==> config.mk <==
export PLATFORM = sky130hd
export DESIGN_NAME = prim_sel_pipe_flat
export DESIGN_NICKNAME = d
export VERILOG_FILES = /design/src/rtl/prim_sel_pipe_if.sv /design/src/rtl/prim_sel_pipe.sv /design/src/flat_wrapper.sv
export SDC_FILE = /design/constraint.sdc
export NUM_CORES = 1
export LEC_CHECK = 0
export ABC_CLOCK_PERIOD_IN_PS = 3500
export CORE_MARGIN = 4
export CORE_UTILIZATION = 35
export CTS_CLUSTER_SIZE = 14
export DETAILED_ROUTE_END_ITERATION = 7
export PLACE_DENSITY = 0.56
export SKIP_LAST_GASP = 1
export SLEW_MARGIN = 10
export SYNTH_ARGS = -nofsm -noshare
export SYNTH_HDL_FRONTEND = slang
export SYNTH_SLANG_ARGS = --single-unit
==> constraint.sdc <==
create_clock -name clk -period 3.5 [get_ports clk]
set_input_delay 0.35 -clock clk [delete_from_list [all_inputs] [get_ports clk]]
set_output_delay 0.35 -clock clk [all_outputs]
set_load 0.01 [all_outputs]
==> src/rtl/prim_sel_pipe_if.sv <==
// -----------------------------------------------------------------------------
// prim_sel_pipe_if
// Bundles the select-request handshake, the code-table write port and the
// result handshake of prim_sel_pipe.
//
// Parameters: N_SEL (select vector width), OUT_W (code width),
//             IDX_W (index / table address width)
// Signals:
//   sel_valid, sel_prim[N_SEL]    request side, driven by the master
//   sel_ready                     request back-pressure, driven by the slave
//   tbl_we, tbl_addr, tbl_wdata   code-table write port, driven by the master
//   prim_valid, prim_out, prim_idx, prim_none   result, driven by the slave
//   prim_ready                    result acceptance, driven by the master
// Modports: master (producer/consumer side), slave (the pipeline itself)
// -----------------------------------------------------------------------------
interface prim_sel_pipe_if #(
    parameter int N_SEL = 19,
    parameter int OUT_W = 32,
    parameter int IDX_W = 5
);
    logic             sel_valid;
    logic [N_SEL-1:0] sel_prim;
    logic             sel_ready;

    logic             tbl_we;
    logic [IDX_W-1:0] tbl_addr;
    logic [OUT_W-1:0] tbl_wdata;

    logic             prim_valid;
    logic             prim_ready;
    logic [OUT_W-1:0] prim_out;
    logic [IDX_W-1:0] prim_idx;
    logic             prim_none;

    modport master (
        output sel_valid, sel_prim, tbl_we, tbl_addr, tbl_wdata, prim_ready,
        input  sel_ready, prim_valid, prim_out, prim_idx, prim_none
    );

    modport slave (
        input  sel_valid, sel_prim, tbl_we, tbl_addr, tbl_wdata, prim_ready,
        output sel_ready, prim_valid, prim_out, prim_idx, prim_none
    );
endinterface

==> src/rtl/prim_sel_pipe.sv <==
// -----------------------------------------------------------------------------
// prim_sel_pipe
// Two-stage pipeline: stage 1 priority-encodes the select vector (bit 0 wins,
// an empty vector maps to index N_SEL with none=1); stage 2 looks the index up
// in a writable code table and presents code, index and none flag.
// Full-throughput valid/ready on both sides; results hold while stalled.
//
// Ports:
//   clk    rising-edge clock
//   rst_n  asynchronous active-low reset
//   bus    prim_sel_pipe_if.slave (request, table write, result)
//
// Optional feature: define PRIM_SEL_ECO_EN to add an OUT_W-bit patch mask,
// written at table address all-ones and XOR-ed into every hit result.
// -----------------------------------------------------------------------------
module prim_sel_pipe #(
    parameter int N_SEL = 19,
    parameter int OUT_W = 32,
    parameter int IDX_W = 5
) (
    input logic           clk,
    input logic           rst_n,
    prim_sel_pipe_if.slave bus
);

    // Stage 1 state
    logic             s1_valid;
    logic [IDX_W-1:0] s1_idx;
    logic             s1_none;

    // Stage 2 state (drives the result side of the bus)
    logic             s2_valid;
    logic [OUT_W-1:0] s2_out;
    logic [IDX_W-1:0] s2_idx;
    logic             s2_none;

    // Priority encoder outputs
    logic [IDX_W-1:0] enc_idx;
    logic             enc_none;

    // Handshake helpers
    logic             s2_free;
    logic             s2_load;
    logic             sel_ready;

    // Code table, N_SEL hit entries plus one no-hit entry
    logic [OUT_W-1:0] tbl [N_SEL+1];
    logic [OUT_W-1:0] lookup;
    logic [OUT_W-1:0] s2_data;

    // -------------------------------------------------------------------------
    // Priority encoder: scanning from the top down leaves the lowest set bit
    // as the final assignment, so bit 0 has the highest priority.
    // -------------------------------------------------------------------------
    always_comb begin
        // NOTE: every output gets a default before the loop so no latch is inferred.
        enc_idx  = IDX_W'(N_SEL);
        enc_none = 1'b1;
        for (int i = N_SEL - 1; i >= 0; i--) begin
            if (bus.sel_prim[i]) begin
                enc_idx  = IDX_W'(i);
                enc_none = 1'b0;
            end
        end
    end

    // -------------------------------------------------------------------------
    // Handshake. Stage 2 can take new data when empty or being drained this
    // cycle; stage 1 frees up exactly when stage 2 takes its content, so the
    // ready path has no registered bubble and one transfer per cycle is kept.
    // -------------------------------------------------------------------------
    assign s2_free   = !s2_valid || bus.prim_ready;
    assign s2_load   = s1_valid && s2_free;
    assign sel_ready = !s1_valid || s2_load;

    // -------------------------------------------------------------------------
    // Stage 1 register
    // -------------------------------------------------------------------------
    always_ff @(posedge clk or negedge rst_n) begin
        // NOTE: sequential state uses non-blocking assignments so every flop samples pre-edge values.
        if (!rst_n) begin
            s1_valid <= 1'b0;
            s1_idx   <= '0;
            s1_none  <= 1'b0;
        end else if (sel_ready) begin
            // Either stage 1 was empty or its content moves into stage 2 now;
            // in both cases it takes whatever is offered (possibly nothing).
            s1_valid <= bus.sel_valid;
            if (bus.sel_valid) begin
                s1_idx  <= enc_idx;
                s1_none <= enc_none;
            end
        end
    end

    // -------------------------------------------------------------------------
    // Code table. Reads see the pre-edge contents, so a lookup that coincides
    // with a write to the same entry captures the old value.
    // -------------------------------------------------------------------------
    always_ff @(posedge clk or negedge rst_n) begin
        // NOTE: the table needs per-entry reset values, so it is built from flops with async reset rather than a RAM.
        if (!rst_n) begin
            for (int i = 0; i < N_SEL; i++) begin
                tbl[i] <= OUT_W'(i);
            end
            tbl[N_SEL] <= '0;
        end else if (bus.tbl_we && (bus.tbl_addr <= IDX_W'(N_SEL))) begin
            tbl[bus.tbl_addr] <= bus.tbl_wdata;
        end
    end

    assign lookup = tbl[s1_idx];

`ifdef PRIM_SEL_ECO_EN
    // Patch mask lives at the all-ones table address; it only alters hits.
    logic [OUT_W-1:0] eco_mask;

    always_ff @(posedge clk or negedge rst_n) begin
        if (!rst_n) begin
            eco_mask <= '0;
        end else if (bus.tbl_we && (bus.tbl_addr == '1)) begin
            eco_mask <= bus.tbl_wdata;
        end
    end

    assign s2_data = s1_none ? lookup : (lookup ^ eco_mask);
`else
    assign s2_data = lookup;
`endif

    // -------------------------------------------------------------------------
    // Stage 2 register. Payload only changes on a load, so it holds while
    // the consumer stalls.
    // -------------------------------------------------------------------------
    always_ff @(posedge clk or negedge rst_n) begin
        if (!rst_n) begin
            s2_valid <= 1'b0;
            s2_out   <= '0;
            s2_idx   <= '0;
            s2_none  <= 1'b0;
        end else if (s2_load) begin
            s2_valid <= 1'b1;
            s2_out   <= s2_data;
            s2_idx   <= s1_idx;
            s2_none  <= s1_none;
        end else if (s2_free) begin
            s2_valid <= 1'b0;
        end
    end

    assign bus.sel_ready  = sel_ready;
    assign bus.prim_valid = s2_valid;
    assign bus.prim_out   = s2_out;
    assign bus.prim_idx   = s2_idx;
    assign bus.prim_none  = s2_none;

endmodule
==> src/flat_wrapper.sv <==
// flat-port wrapper written by rule: the top's interface ports become plain ports
module prim_sel_pipe_flat 
#(
    parameter int N_SEL = 19,
    parameter int OUT_W = 32,
    parameter int IDX_W = 5
)
  (clk, rst_n, bus_sel_valid, bus_sel_prim, bus_tbl_we, bus_tbl_addr, bus_tbl_wdata, bus_prim_ready, bus_sel_ready, bus_prim_valid, bus_prim_out, bus_prim_idx, bus_prim_none);
  prim_sel_pipe_if #(.N_SEL(N_SEL), .OUT_W(OUT_W), .IDX_W(IDX_W)) bus_i ();
  input logic clk;
  input logic rst_n;
  input wire logic [$bits(bus_i.sel_valid)-1:0] bus_sel_valid;
  input wire logic [$bits(bus_i.sel_prim)-1:0] bus_sel_prim;
  input wire logic [$bits(bus_i.tbl_we)-1:0] bus_tbl_we;
  input wire logic [$bits(bus_i.tbl_addr)-1:0] bus_tbl_addr;
  input wire logic [$bits(bus_i.tbl_wdata)-1:0] bus_tbl_wdata;
  input wire logic [$bits(bus_i.prim_ready)-1:0] bus_prim_ready;
  output wire logic [$bits(bus_i.sel_ready)-1:0] bus_sel_ready;
  output wire logic [$bits(bus_i.prim_valid)-1:0] bus_prim_valid;
  output wire logic [$bits(bus_i.prim_out)-1:0] bus_prim_out;
  output wire logic [$bits(bus_i.prim_idx)-1:0] bus_prim_idx;
  output wire logic [$bits(bus_i.prim_none)-1:0] bus_prim_none;
  assign bus_i.sel_valid = bus_sel_valid;
  assign bus_i.sel_prim = bus_sel_prim;
  assign bus_i.tbl_we = bus_tbl_we;
  assign bus_i.tbl_addr = bus_tbl_addr;
  assign bus_i.tbl_wdata = bus_tbl_wdata;
  assign bus_i.prim_ready = bus_prim_ready;
  assign bus_sel_ready = bus_i.sel_ready;
  assign bus_prim_valid = bus_i.prim_valid;
  assign bus_prim_out = bus_i.prim_out;
  assign bus_prim_idx = bus_i.prim_idx;
  assign bus_prim_none = bus_i.prim_none;
  prim_sel_pipe #(.N_SEL(N_SEL), .OUT_W(OUT_W), .IDX_W(IDX_W)) u_core (.clk(clk), .rst_n(rst_n), .bus(bus_i));
endmodule
# Yosys cells after proc, flatten, opt, wreduce, memory -nomap -nowiden
# Index checks and enable logic that the tools add are counted.
[totals]
ff_bits = 686
in_bits = 61
output_inout_bits = 40
elab_cells = 88
[op_classes]
order_cmp = 4
n_mux = 46
bitwise = 2
reduce_logical = 9
[ops]
columns = ["op", "count"]
rows = [
  ["640-bit bitwise mux", 1],
  ["32-bit binary-select mux with 5-bit select", 1],
  ["32-bit demux with 5-bit select", 1],
  ["32-bit 2-to-1 mux", 3],
  ["5-bit 2-to-1 mux", 18],
  ["1-bit 2-to-1 mux", 22],
  ["6-bit >= comparator (second input constant)", 2],
  ["5-bit inverter with 6-bit output", 2],
  ["6-bit by 1-bit < comparator with 1-bit output (second input constant)", 1],
  ["5-bit <= comparator (second input constant)", 1],
  ["1-bit logical AND", 3],
  ["1-bit logical NOT", 2],
  ["1-bit logical OR", 2],
  ["2-bit AND reduction", 1],
  ["2-bit nonzero test", 1],
]

# Longest topological paths before layout
# Gate-level depths: netlist of the first run.
[depth]
ltp_word = 19
ltp_mapped = 8
depth_no_buf = 5

# Least setup slack after synthesis of the first run
# Ideal clock, no wire load.
[synth_timing]
path_type = "input to register"
startpoint = "in bus_tbl_we"
endpoint = "reg u_core.tbl[514] in the netlist's numbering"
setup_time_ps = 125
arrival_time_ps = 1701
t_required_ps = 3375
path_slack_ps = 1674
stages = 6
path_buffers = 2
cell_sequence = "nor2b_1 > nor3b_2 > nor2b_1 > clkbuf_1 > buf_2 > mux2_2"
[synth_between]
elab_chain_cells = 1
[synth_lines]
columns = ["item", "line", "source"]
rows = [
  ["start: declaration", "flat_wrapper.sv:14", "input wire logic [$bits(bus_i.tbl_we)-1:0] bus_tbl_we;"],
  ["1-bit logical AND", "prim_sel_pipe.sv:107", "end else if (bus.tbl_we && (bus.tbl_addr <= IDX_W'(N_SEL))) begin"],
  ["end signal: indexed assignment", "prim_sel_pipe.sv:104", "tbl[i] <= OUT_W'(i);"],
  ["end signal: indexed assignment", "prim_sel_pipe.sv:108", "tbl[bus.tbl_addr] <= bus.tbl_wdata;"],
  ["end: declaration", "prim_sel_pipe.sv:47", "logic [OUT_W-1:0] tbl [N_SEL+1];"],
]
# Every way passes these cells.
# A chain may end at the register's enable or synchronous reset.

# Worst setup path after layout of the first run
[layout_timing]
startpoint = "reg u_core.s1_idx[2]"
endpoint = "reg u_core.s2_out[7] (netlist: u_core.bus.prim_out[7])"
[layout_between]
elab_chain_cells = 4
[layout_lines]
columns = ["item", "line", "source"]
rows = [
  ["start: declaration", "prim_sel_pipe.sv:28", "logic [IDX_W-1:0] s1_idx;"],
  ["start signal: assignment", "prim_sel_pipe.sv:90", "s1_idx <= enc_idx;"],
  ["5-bit inverter with 6-bit output (not written as such)", "prim_sel_pipe.sv:112", "assign lookup = tbl[s1_idx];"],
  ["32-bit binary-select mux with 5-bit select", "prim_sel_pipe.sv:112", ""],
  ["32-bit 2-to-1 mux (not written as such) (2 in a row)", "prim_sel_pipe.sv:112", ""],
  ["end signal: assignment", "prim_sel_pipe.sv:143", "s2_out <= s2_data;"],
  ["end: declaration", "prim_sel_pipe.sv:33", "logic [OUT_W-1:0] s2_out;"],
]
# Every way passes these cells. The select of a mux whose other input is x is not followed.

==> results of run 1 <==
[power breakdown]
| group | internal (mW) | switching [mW] |
|---|---|---|
| sequential | 9.55 | 0.787 |
| combinational | 2.23 | 1.72 |
| clock | 4.83 | 3.21 |
| total | 16.6 | 5.72 |
[worst max path at each step]
stage / start / end / slack [ns] / cells after the start
2_1_floorplan: bus_tbl_we / u_core.tbl[514] / 1.67 / 6
3_3_place_gp: bus_tbl_addr[2] / u_core.tbl[57] / 0.65 / 5
3_5_place_dp: bus_tbl_addr[2] / u_core.tbl[59] / 0.53 / 5
4_1_cts: u_core.s1_idx[2] / u_core.bus.prim_out[7] / 1.0 / 7
5_1_grt: u_core.s1_idx[2] / u_core.bus.prim_out[7] / 0.97 / 7
6_report: u_core.s1_idx[2] / u_core.bus.prim_out[7] / 1.08 / 7
[critical path, cell delays in order (launching register included)]
cell and delay [ns]:
dfrtp_1 0.32, buf_4 0.21, and2_2 0.73, buf_12 0.33, a22oi_1 0.13, nand3_1 0.14
a31oi_1 0.21, a21o_1 0.21
[per-layer routing]
layer | track usage | vias to the layer above
met4 | 0.04808 | 2
met1 | 0.2468 | 9988
met2 | 0.2798 | 312
li1 | - | 8291
met5 | 0 | -
met3 | 0.02547 | 117
[placed cells by master, fill, tap and decap left out, drive strengths merged, types with 3 or more instances in the layout]
master and instances:
clkinvlp 3, nor3 6, a22oi 62, nand2 117, dfstp 37, nor3b 5, o31ai 3, clkdlybuf4s50 99
clkinv 22, mux2i 250, mux2 646, buf 76, a21oi 68, or4 5, clkbuf 106, nand2b 6
inv 3, bufinv 6, nor2 14, nor2b 7, dfrtp 649, mux4 36, a21o 31, nand3 64
o21ai 4, a31oi 32
[flip-flops by register name, summed over array words and instances, names as in the netlist]
signal / count
u_core.bus.prim_valid: 1
u_core.bus.prim_out: 32
u_core.bus.prim_none: 1
u_core.s1_none: 1
u_core.s1_valid: 1
u_core.bus.prim_idx: 5
u_core.s1_idx: 5
u_core.tbl: 640
[area by class of cell]
type | instances | area share
flip-flops and latches | 686 | 0.4754
multi-input cells | 1367 | 0.3618
well taps | 1155 | 0.03990
clock buffers | 106 | 0.06069
clock inverters | 32 | 0.009085
inverters | 2 | 0.0002073
repair buffers | 176 | 0.05292
[stage by stage]
stage	instance area (um^2)	hold slack, ns	total power [mW]
2_1_floorplan	31060	0.05441	13.05
4_1_cts	36220	0.3304	22.64
5_1_grt	36220	0.3747	23.46
3_5_place_dp	33680	0.4303	14.48
6_report	36220	0.3683	22.33
3_3_place_gp	33680	0.4231	14.24
[cells by family (layout without fill, tap and decap cells)]
group                  Yosys count  count (layout)  synth area share
buffers and inverters          211             316           0.02771
DFF                            686             686            0.5541
AOI/OAI and AO/OA              204             204           0.04225
muxes                          932             932            0.3409
and+or+nand+nor                231             231           0.03504
[what timing repair did]
action / 4_1_cts / 5_1_grt
gates resized for setup: 0 / 0
setup endpoints to repair: 0 / 0
hold buffers: 1 / 0
hold endpoints to repair: 51 / 0
buffers inserted: 0 / 0
==> qor.yml, run 1 <==
multiInputGateArea_um2: 13110
gp_congestion: 0.7327
rr_endpoint: "u_core.bus.prim_out[7]"
area.sequential_um2: 17220
area_growth_pct: 16.61
grt_start_max_net_pins: 87
synth_warnings: 0
clk_latency_ns: 0.61
grt_first_pass_wirelength_mm: 126.8
start_util: 0.3553
wirelength_mm: 81.46
setup.worst_path.start_class: "flip-flop"
track_usage: 0.1739
worst_pin_slew_ns: 0.8487
yosysSeqAreaShare: 0.5541
hpwl_mm: 48.05
synth_common_cells: "649 x dfrtp_1, 642 x mux2_2, 250 x mux2i_1, 118 x clkbuf_1, 117 x nand2_1"
clock_skew_ns: 0.02318
rr_startpoint: "u_core.s1_idx[2]"
filler_cell_count: 7989
worst-setup-path-type: "flip-flop to flip-flop"
crit_required_ns: 3.98
highest_layer: "met5"
syn_area_um2: 31060
grt_pass1_vias: 20370
outcome: "complete, no violations"
holdPathStages: 2
portBuffers: 100
clk_pin_slew_ns: 0.06
wl_per_cell_um: 23.11
dr.pass1.iters: 5
synth_top_area_frac: 0.5228
antenna_found_initial: 3
antenna_cells: 0
maxCapViolations: 0
drive_gt1_frac: 0.3993
cp.arrival_ns: 2.90
p_per_area_nw_per_um2: 616.4
slew_headroom: 0.4342
setup_slack_ns: 1.081
post-route-period-util: 0.6911
drc_errors: 0
power.leakage_nw: 16.20
drv_slew: 0
dp_worst_setup_slack_ns: 0.5302
synth.distinct_cells: 38
h-tree-depth: 3
ant_nets: 0
reg2reg_slack_ns: 1.08
r2r.worst_path.cells: 7
die_h_um: 305.9
wl_met2_mm: 37.91
rsz0062_at_grt: "no"
tns_ns: 0
cts_sinks: 686
layout.cells.non_filler: 3524
synth_edf_count: 0
hold_viol_final: 0
numCtsBuffers: 75
yosys_most_used_dff: "dfrtp_1"
holdCritPathClass: "input port to flip-flop"
final_core_util: 0.4143
dieArea_um2: 93580
fmax_mhz: 413.4
clockRootBuffer: "clkbuf_16"
syn_avg_cell_area_um2: 13.72
yosysTopAreaCell: "dfrtp_1"
hold_path_startpoint: "bus_sel_valid"
vdd_drop_max_v: 0.0003575
core_um2: 87430
synth_cells: 2264
die_w_um: 305.9
drtIter0Drc: 1023
synth_seq_cells: 686
async_reset_ff_frac: 1.000
cts_buffer_depth: 3
overflow: 0
synth_nets: 2325
met1Wirelength_mm: 38.61
endpoint_kind: "flip-flop"
finalSetupViolCount: 0
via_per_inst: 5.309
synth.most_common_cell: "dfrtp_1"
dp_cells: 3385
cts_tree: "yes"
synth.area.top_cells: "dfrtp_1 52%, mux2_2 23%, mux2i_1 8.1%, dfstp_2 3.1%, mux4_2 2.6%"
layout_min_cycle_time_ns: 2.419
layout.nets: 2369
vias: 18710
rows: 108
ios: 101
hold_path_end: "u_core.s1_valid"
wl_met3_mm: 3.135
crit_fanout: 28
(Power assumes the default switching activity.)
==> inputs of run 2 (changes only) <==
- ABC_CLOCK_PERIOD_IN_PS: 3500 -> 2150
- PLACE_DENSITY: 0.56 -> 0.58
- clock period: 3.5 -> 2.15 ns (I/O delays scaled with it)
==> qor.yml, run 2 (synthesis results as in run 1) <==
vdd_drop_max_v: 0.0005061  # +42%
crit_buf_inv: 2  # unchanged
drv_slew: 0  # unchanged
overflow: 0  # unchanged
vias: 19160  # +2.4%
wirelength_mm: 83.18  # +2.1%
critPathSlowestCell: "dfrtp_4"
clk_latency_ns: 0.61  # about the same
rsz0062_at_grt: "yes"
dr.pass1.iters: 5  # unchanged
clk_pin_slew_ns: 0.06  # about the same
cpLargestDelayFamily: "flip-flops"
grt_first_pass_wirelength_mm: 129.5  # +2.1%
crit_required_ns: 2.64  # -1.34 ns
placed_area_um2: 34850  # +3.5%
layout_min_cycle_time_ns: 2.072  # -0.3472 ns
power.leakage_nw: 16.85  # +4.0%
reg2reg_slack_ns: 0.08  # -1.00 ns
tns_ns: 0  # unchanged
worst_pin_slew_ns: 0.7586  # -0.09010 ns
endpoint_kind: "flip-flop"
crit_chain: "buf_12, buf_12, mux4_2, nand2_1, a31oi_1, a21o_1"
ios: 101  # unchanged
post-route-period-util: 0.9636  # +0.2725
start_util: 0.3553  # unchanged
final_cell_mix: "647 x dfrtp_1, 642 x mux2_2, 250 x mux2i_1"
track_usage: 0.1778  # +0.003880
filler_cell_count: 7910  # -0.99%
die_h_um: 305.9  # unchanged
drive_gt1_frac: 0.4205  # +0.02119
p_per_area_nw_per_um2: 976.7  # +58%
crit_top_cell: "buf_12"
final_core_util: 0.4278  # +0.01351
ant_nets: 0  # unchanged
finalSetupViolCount: 0  # unchanged
wl_met3_mm: 3.188  # +1.7%
core_um2: 87430  # unchanged
hold_viol_final: 0  # unchanged
top_register: "u_core.tbl"
outcome: "complete, no violations"
stdcell_area_um2: 37400  # +3.3%
fmax_mhz: 482.7  # +17%
layout_commonest_cell: "dfrtp_1"
slew_headroom: 0.4927  # +0.05848
max_stage_delay_ns: 0.57  # -0.16 ns
multiInputGateArea_um2: 13110  # about the same
via_per_inst: 5.286  # -0.44%
dp_cells: 3481  # +2.8%
hpwl_mm: 52.26  # +8.8%
grt_pass1_vias: 20600  # +1.1%
area.sequential_um2: 17220  # unchanged
clockRootBuffer: "clkbuf_16"
h-tree-depth: 3  # unchanged
numCtsBuffers: 76  # +1.3%
crit_fanout: 15  # -46%
maxCapViolations: 0  # unchanged
whs_ns: 0.1025  # -0.2658 ns
antenna_found_initial: 2  # -1
wl_per_cell_um: 22.95  # -0.70%
holdCritPathClass: "input port to asynchronous set/reset pin"
grt_start_max_net_pins: 90  # +3.4%
gp_congestion: 0.7760  # +5.9%
die_w_um: 305.9  # unchanged
area_growth_pct: 20.41
cp.arrival_ns: 2.56  # -0.34 ns
layout.nets: 2469  # +4.2%
layout.cells.non_filler: 3624  # +2.8%
clock_skew_ns: 0.01974  # -0.003438 ns
wl_met2_mm: 39.17  # +3.3%
rows: 108  # unchanged
worst-setup-path-type: "flip-flop to flip-flop"
highest_layer: "met4"
met1Wirelength_mm: 38.92  # +0.80%
portBuffers: 100  # unchanged
cts_sinks: 686  # unchanged
dieArea_um2: 93580  # unchanged
drc_errors: 0  # unchanged
setup.worst_path.start_class: "flip-flop"
cts_buffer_depth: 3  # unchanged
drtIter0Drc: 991  # -3.1%
cts_tree: "yes"
largest_register_ffs: 640  # unchanged
## run 2: cell types whose count changed in the layout (fill, tap and decap cells not counted)
| cell | before | now |
|---|---|---|
| a31oi_1 | 32 | 31 |
| bufinv_16 | 6 | 4 |
| clkbuf_1 | 15 | 22 |
| clkinvlp_4 | 3 | 0 |
| inv_6 | 1 | 4 |
| a31oi_2 | 0 | 1 |
| buf_4 | 48 | 110 |
| clkbuf_16 | 79 | 78 |
| buf_12 | 27 | 63 |
| clkinv_2 | 20 | 8 |
| clkinv_8 | 0 | 1 |
| clkbuf_8 | 12 | 17 |
| buf_6 | 0 | 1 |
| diode_2 | 0 | 3 |
## run 2: worst paths after layout
path	startpoint	endpoint	cells past startpoint
worst max-delay path	u_core.s1_idx[0]	u_core.bus.prim_out[18]	6
worst min-delay path	rst_n	u_core.tbl[387]	2
worst max register to register	u_core.s1_idx[0]	u_core.bus.prim_out[18]	6
worst min register to register	u_core.bus.prim_out[6]	u_core.bus.prim_out[6]	1
max in group asynchronous	rst_n	u_core.tbl[426]	3
min in group clk	bus_sel_valid	u_core.s1_valid	2
## run 2: stage by stage
step | setup slack, ns | total power, mW
final | 0.07829 | 36.53
after global routing | -0.02649 | 38.37
after CTS | 0.01691 | 36.96
after detailed placement | -0.3199 | 23.82
after global placement | -0.3407 | 23.42
after floorplan | 0.4371 | 21.24
## run 2: power breakdown
| group | leakage [nW] | switching, mW | internal [mW] | total, mW |
|---|---|---|---|---|
| sequential | 8.69 | 1.31 | 15.5 | 16.9 |
| clock | 1.23 | 5.21 | 7.75 | 13.0 |
| combinational | 6.92 | 2.87 | 3.85 | 6.71 |
## run 2: area by class of cell
type | instances | area share
repair buffers | 275 | 0.08326
clock buffers | 117 | 0.06065
well taps | 1155 | 0.03864
clock inverters | 19 | 0.006122
inverters | 2 | 0.0002007
diodes | 3 | 0.0002007
flip-flops and latches | 686 | 0.4603
multi-input cells | 1367 | 0.3506
## run 2: timing repair
item,in CTS,in global routing
hold buffers,1,0
resized for setup,0,2
endpoints found under the hold margin,342,0
setup endpoints to repair,0,6
setup buffers,0,3
## run 2: routing by layer
metal  global-route usage  vias to the layer above
li1                     -                     8489
met5                    0                        -
met4              0.05026                        0
met1               0.2490                    10240
met3              0.02878                      106
met2               0.2872                      324
==> inputs of run 3 (changes only) <==
--- a/config.mk
+++ b/config.mk
@@ -11,4 +11,5 @@
 export CTS_CLUSTER_SIZE = 14
 export DETAILED_ROUTE_END_ITERATION = 7
+export HOLD_SLACK_MARGIN = 0.05
 export PLACE_DENSITY = 0.58
 export SKIP_LAST_GASP = 1
==> constraint.sdc (replaced) <==
create_clock -name clk -period 2.15 [get_ports clk]
set_input_delay 0.215 -clock clk [delete_from_list [all_inputs] [get_ports clk]]
set_output_delay 0.215 -clock clk [all_outputs]
set_load 0.02 [all_outputs]
==> results of run 3 <==
Same layout as run 2 (identical final DEF). Status: complete, no violations.
Main changes from that run: total power 36.53 mW -> 36.67 mW
